**src/rtl/ddr_addr_mapper.sv**
```systemverilog
// rtl/ddr_addr_mapper.sv - byte address to DDR col/bank/row mapper with open-row classification
module ddr_addr_mapper #(
  parameter int ADDR_W   = 32,
  parameter int DATA_W   = 32,
  parameter int BO_W     = 3,
  parameter int COL_W    = 10,
  parameter int BANK_W   = 3,
  parameter int ROW_W    = 14,
  parameter int BANK_XOR = 0
) (
  input  logic              clk,
  input  logic              rst_n,
  input  logic              map_mode,
  input  logic              in_valid,
  output logic              in_ready,
  input  logic [ADDR_W-1:0] in_addr,
  input  logic              in_write,
  input  logic [DATA_W-1:0] in_wdata,
  output logic              out_valid,
  input  logic              out_ready,
  output logic              out_write,
  output logic [DATA_W-1:0] out_wdata,
  output logic [COL_W-1:0]  out_col,
  output logic [BANK_W-1:0] out_bank,
  output logic [ROW_W-1:0]  out_row,
  output logic [1:0]        out_cls,
  input  logic              pre_valid,
  input  logic              pre_all,
  input  logic [BANK_W-1:0] pre_bank
);

  localparam int USED_W = BO_W + COL_W + BANK_W + ROW_W;
  localparam int NB     = 1 << BANK_W;
  localparam int EXT_W  = (ROW_W > BANK_W) ? ROW_W : BANK_W;

  if (ADDR_W < USED_W) begin : g_addr_w_check
    $error("ddr_addr_mapper: ADDR_W smaller than BO_W+COL_W+BANK_W+ROW_W");
  end

  logic              mode_q;
  logic [NB-1:0]     open_q;
  logic [ROW_W-1:0]  row_q [NB];

  logic              accept;
  logic              mode_chg;
  logic              addr_err;
  logic [COL_W-1:0]  col_d;
  logic [BANK_W-1:0] bank_raw;
  logic [BANK_W-1:0] bank_d;
  logic [ROW_W-1:0]  row_d;
  logic [EXT_W-1:0]  row_ext;
  logic [1:0]        cls_d;

  assign in_ready = !out_valid || out_ready;
  assign accept   = in_valid && in_ready;
  assign mode_chg = (map_mode != mode_q);
  assign addr_err = ((in_addr >> USED_W) != '0);

  // Decode always uses the live map_mode so a mode-switch request maps with the new layout.
  always_comb begin
    col_d    = in_addr[BO_W +: COL_W];
    row_d    = '0;
    bank_raw = '0;
    if (map_mode) begin
      row_d    = in_addr[BO_W+COL_W +: ROW_W];
      bank_raw = in_addr[BO_W+COL_W+ROW_W +: BANK_W];
    end else begin
      bank_raw = in_addr[BO_W+COL_W +: BANK_W];
      row_d    = in_addr[BO_W+COL_W+BANK_W +: ROW_W];
    end
    row_ext = EXT_W'(row_d);
    bank_d  = (BANK_XOR != 0) ? (bank_raw ^ row_ext[BANK_W-1:0]) : bank_raw;
  end

  always_comb begin
    cls_d = 2'b00;
    if (addr_err) begin
      cls_d = 2'b11;
    end else if (mode_chg || !open_q[bank_d]) begin
      cls_d = 2'b00;
    end else if (row_q[bank_d] == row_d) begin
      cls_d = 2'b01;
    end else begin
      cls_d = 2'b10;
    end
  end

  always_ff @(posedge clk or negedge rst_n) begin
    if (!rst_n) begin
      out_valid <= 1'b0;
      out_write <= 1'b0;
      out_wdata <= '0;
      out_col   <= '0;
      out_bank  <= '0;
      out_row   <= '0;
      out_cls   <= 2'b00;
    end else if (accept) begin
      out_valid <= 1'b1;
      out_write <= in_write;
      out_wdata <= in_wdata;
      out_col   <= col_d;
      out_bank  <= bank_d;
      out_row   <= row_d;
      out_cls   <= cls_d;
    end else if (out_ready) begin
      out_valid <= 1'b0;
    end
  end

  // Closes are issued first so the request's open (later assignment) wins on the same bank.
  always_ff @(posedge clk or negedge rst_n) begin
    if (!rst_n) begin
      mode_q <= 1'b0;
      open_q <= '0;
      for (int b = 0; b < NB; b++) begin
        row_q[b] <= '0;
      end
    end else begin
      mode_q <= map_mode;
      for (int b = 0; b < NB; b++) begin
        if (mode_chg || (pre_valid && (pre_all || (pre_bank == BANK_W'(b))))) begin
          open_q[b] <= 1'b0;
        end
      end
      if (accept && !addr_err) begin
        open_q[bank_d] <= 1'b1;
        row_q[bank_d]  <= row_d;
      end
    end
  end

endmodule

```
**config.mk**
```make
export PLATFORM = sky130hd
export DESIGN_NAME = ddr_addr_mapper
export DESIGN_NICKNAME = d
export VERILOG_FILES = /design/src/rtl/ddr_addr_mapper.sv
export SDC_FILE = /design/constraint.sdc
export NUM_CORES = 1
export LEC_CHECK = 0
export CAP_MARGIN = 20
export CORE_AREA = 2 2 134 136
export DETAILED_ROUTE_END_ITERATION = 10
export DIE_AREA = 0 0 136 138
export PLACE_DENSITY = 0.87
export SYNTH_ARGS = -nofsm -noshare
export SYNTH_HDL_FRONTEND = slang
export SYNTH_SLANG_ARGS = --single-unit
```
**constraint.sdc**
```tcl
create_clock -name clk -period 1.79 [get_ports clk]
set_input_delay 0.358 -clock clk [delete_from_list [all_inputs] [get_ports clk]]
set_output_delay 0.358 -clock clk [all_outputs]
set_load 0.01 [all_outputs]
```
==> impl_metrics.yaml <==
synth:
  yosysMostFrequentCell: "nand2_1"
  synth.top_cell.area_share: 0.563
  synth_edf_count: 0
  syn_nets: 974
  ys.flop_type: "dfrtp_1"
  synth_warnings: 0
  ys_ff_latch: 184
  synth_area_um2: 8180
  netlist_instances: 899
  synth_top_cells_by_count: "nand2_1, dfrtp_1, o21ai_0"
  yosys-top-cells-area: "dfrtp_1, nand2_1, o21ai_0, mux2i_1, a21oi_1"
  async_flop_share: 1.00
  ys_types: 44
  avgSynthCellArea_um2: 9.10
  yosys.area.top_type: "dfrtp_1"
  ys_seq_area_frac: 0.563
worst_setup_path:
  r2r-start: "out_valid$_DFFE_PN0P_"
  cp.arrival_ns: 2.67
  critPathBufInv: 5
  slowest_delay_ns: 0.40
  reg2reg_depth: 8
  crit_path_top_delay_cell: "nand4_1"
  r2r_end: "row_q[86]$_DFFE_PN0P_"
  worstPathRequired_ns: 2.14
  cp-startpoint: "map_mode"
  cp_max_fo: 8
  cpMostUsedCell: "buf_12"
  cp_cell_sequence: "buf_12 > buf_6 > mux2i_4 > buf_12 > buf_16 > buf_4 > nand2_1 > nand3_1 > nand4_1 > xor2_1 > nor3_1 > a31oi_1"
  critical-path-top-delay-family: "simple AND/OR/NAND/NOR gates"
  startpoint_type: "input pin"
  path_class: "input pin to flop"
  crit_path_end_kind: "flop"
  rrSetupSlack_ns: -0.33
sta:
  period_minus_slack_ns: 2.31
  hold_viol: 0
  max_clock_freq_ghz: 0.432
  rsz0062_at_grt: "yes"
  fin_worst_skew_ns: 0.0147
  setup_viol: 123
  setup_slack_ns: -0.523
  report.final.slew_viol_count: 0
  finalCritPeriodShare: 1.29
  hold_ws_ns: 0.380
  relSlewSlack: 0.510
  worst_slew_pin_slew_ns: 0.735
place:
  gp_congestion: 0.867
  io_buffer_count: 135
  dp.cells: 1306
  dpl-instance-area_um2: 10500
  dp_hpwl_um: 16100
global_route:
  grt_pass1_wl_um: 42900
  grt_use_total: 0.297
  overflow: 0
  grt_max_degree: 76
  grt_antenna_before_repair: 1
  grt_pass1_vias: 8129
finish:
  stdcell_count: 1389
  syn_to_final_growth_pct: 54.4
  multi_input_area_um2: 3990
  seqCellArea_um2: 4600
  n_fill_cell: 988
  post-route-util: 0.720
  fin_nets: 1221
  final_area_um2: 12600
  drive_above_1_share: 0.294
detailed_routing:
  vias: 9120
  remaining_drc_errors: 0
  detail-route-antenna-nets: 0
  wl_per_cell_um: 27.2
  dr.pass1.iters: 6
  routed_wl_um: 37700
  drt_iter0_drc: 1618
  vias_per_cell: 6.57
die:
  initial_core_util: 0.467
  num_rows: 49
  die_w_um: 136
  fp.coreArea_um2: 17500
  die_y_um: 138
  die_area_um2: 18800
  io_pins: 139
clock_tree:
  clk_pin_slew_ns: 0.07
  cts_tree: "built"
  clk_latency_ns: 0.46
  cts-buffers-inserted: 17
  max-clock-path-buffers: 2
  cts_root_buffer: "clkbuf_16"
  cts_max_level: 4
  clkSinkCount: 184
outcome:
  outcome: "finished, violations left"
  violations: "setup timing"
hold_path:
  hold_class: "input pin to asynchronous set/reset pin"
run:
  cap_violations: 0
power_and_ir_drop:
  leakage_uw: 0.00579
  power_density_nw_per_um2: 1010
  ir_drop_v: 0.000743
[per-stage QoR]
| step | setup slack (ns) | setup TNS, ns | total power, µW |
|---|---|---|---|
| 2_1_floorplan | -0.127 | -6.24 | 6490 |
| 3_3_place_gp | -0.901 | -55.60 | 7630 |
| 3_5_place_dp | -0.958 | -58.36 | 7760 |
| 4_1_cts | -0.0477 | -0.0823 | 11700 |
| 5_1_grt | -0.632 | -19.73 | 13100 |
| 6_report | -0.523 | -17.14 | 12800 |
[worst reg2reg max path, stage by stage (launching register included)]
cell and delay [ns]:
dfrtp_1 0.43, nand2b_4 0.11, nand2_2 0.06, or3_4 0.35
buf_12 0.16, nor2_4 0.25, nand2_4 0.22, clkbuf_16 0.24
o21ai_1 0.20
[timing repair]
item | 4_1_cts | 5_1_grt
gates resized for setup | 73 | 249
setup endpoints to repair | 25 | 118
gates cloned | 6 | 12
setup buffers | 22 | 9
hold buffers | 1 | 0
pin swaps | 28 | 52
hold endpoints to repair | 27 | 0
[layout make-up]
class | count | area share
Antenna cell | 1 | 0.000198
Multi-Input combinational cell | 652 | 0.316
Timing Repair Buffer | 291 | 0.250
Clock buffer | 19 | 0.0351
Tap cell | 229 | 0.0227
Sequential cell | 184 | 0.365
Clock inverter | 13 | 0.0113
[how the worst max path moves through the flow]
stage                                   endpoint  slack, ns  depth (start not counted)
after global routing      out_cls[1]$_DFFE_PN0P_      -0.63                         12
after global placement    out_cls[1]$_DFFE_PN0P_      -0.90                          9
final                     out_cls[1]$_DFFE_PN0P_      -0.52                         12
after CTS                 out_cls[0]$_DFFE_PN0P_      -0.05                         12
after floorplan           out_cls[0]$_DFFE_PN0P_      -0.13                         10
after detailed placement  out_cls[0]$_DFFE_PN0P_      -0.96                          8
[registers in the layout (all words and copies together) (netlist names)]
name,flops
mode_q,1
out_bank,3
out_row,14
out_cls,2
open_q,8
row_q,112
out_valid,1
out_col,10
out_write,1
out_wdata,32
[layer usage]
metal	global-route usage	wire length, µm	vias to the layer above
li1	-	-	3526
met3	0.0708	4860	357
met5	0	14	-
met1	0.350	12000	4321
met4	0.186	3410	2
met2	0.485	17500	914
[where the power goes]
group	internal, µW	switching, µW
registers	4890	676
clock network	2110	1770
logic	1540	1790
[cells by family after synthesis]
family	synth area share
xor gates and xnor gates	0.00749
muxes	0.0434
and+or+nand+nor	0.217
AOI/OAI and AO/OA	0.128
buffers and inverters	0.0413
DFF	0.563
[cells in the final DEF (no fill, tap or decap), types with 3 or more instances in the layout]
cell and count:
nand4_1 6, nand2_2 29, nor4_4 3, clkinv_2 3, mux2i_1 28, a21oi_4 3
o21ai_0 56, buf_6 31, o21a_1 4, xor2_1 5, o21ai_1 32, a32oi_1 9
a32oi_2 5, nor3b_1 3, dlymetal6s2s_1 3, buf_8 4, nor2_2 4, mux2i_2 3
nand3_1 30, inv_6 4, nor2_1 18, nor2_4 13, buf_12 27, nand2_4 21
clkdlybuf4s50_1 123, buf_4 88, dfrtp_1 184, o21ai_2 19, nand2b_1 3, nand2_1 272
a31oi_1 3, nor3_1 5, buf_16 3, a21oi_1 7, a21oi_2 25, o22ai_1 6
clkbuf_16 23, and3_1 7
(Power assumes the default switching activity.)
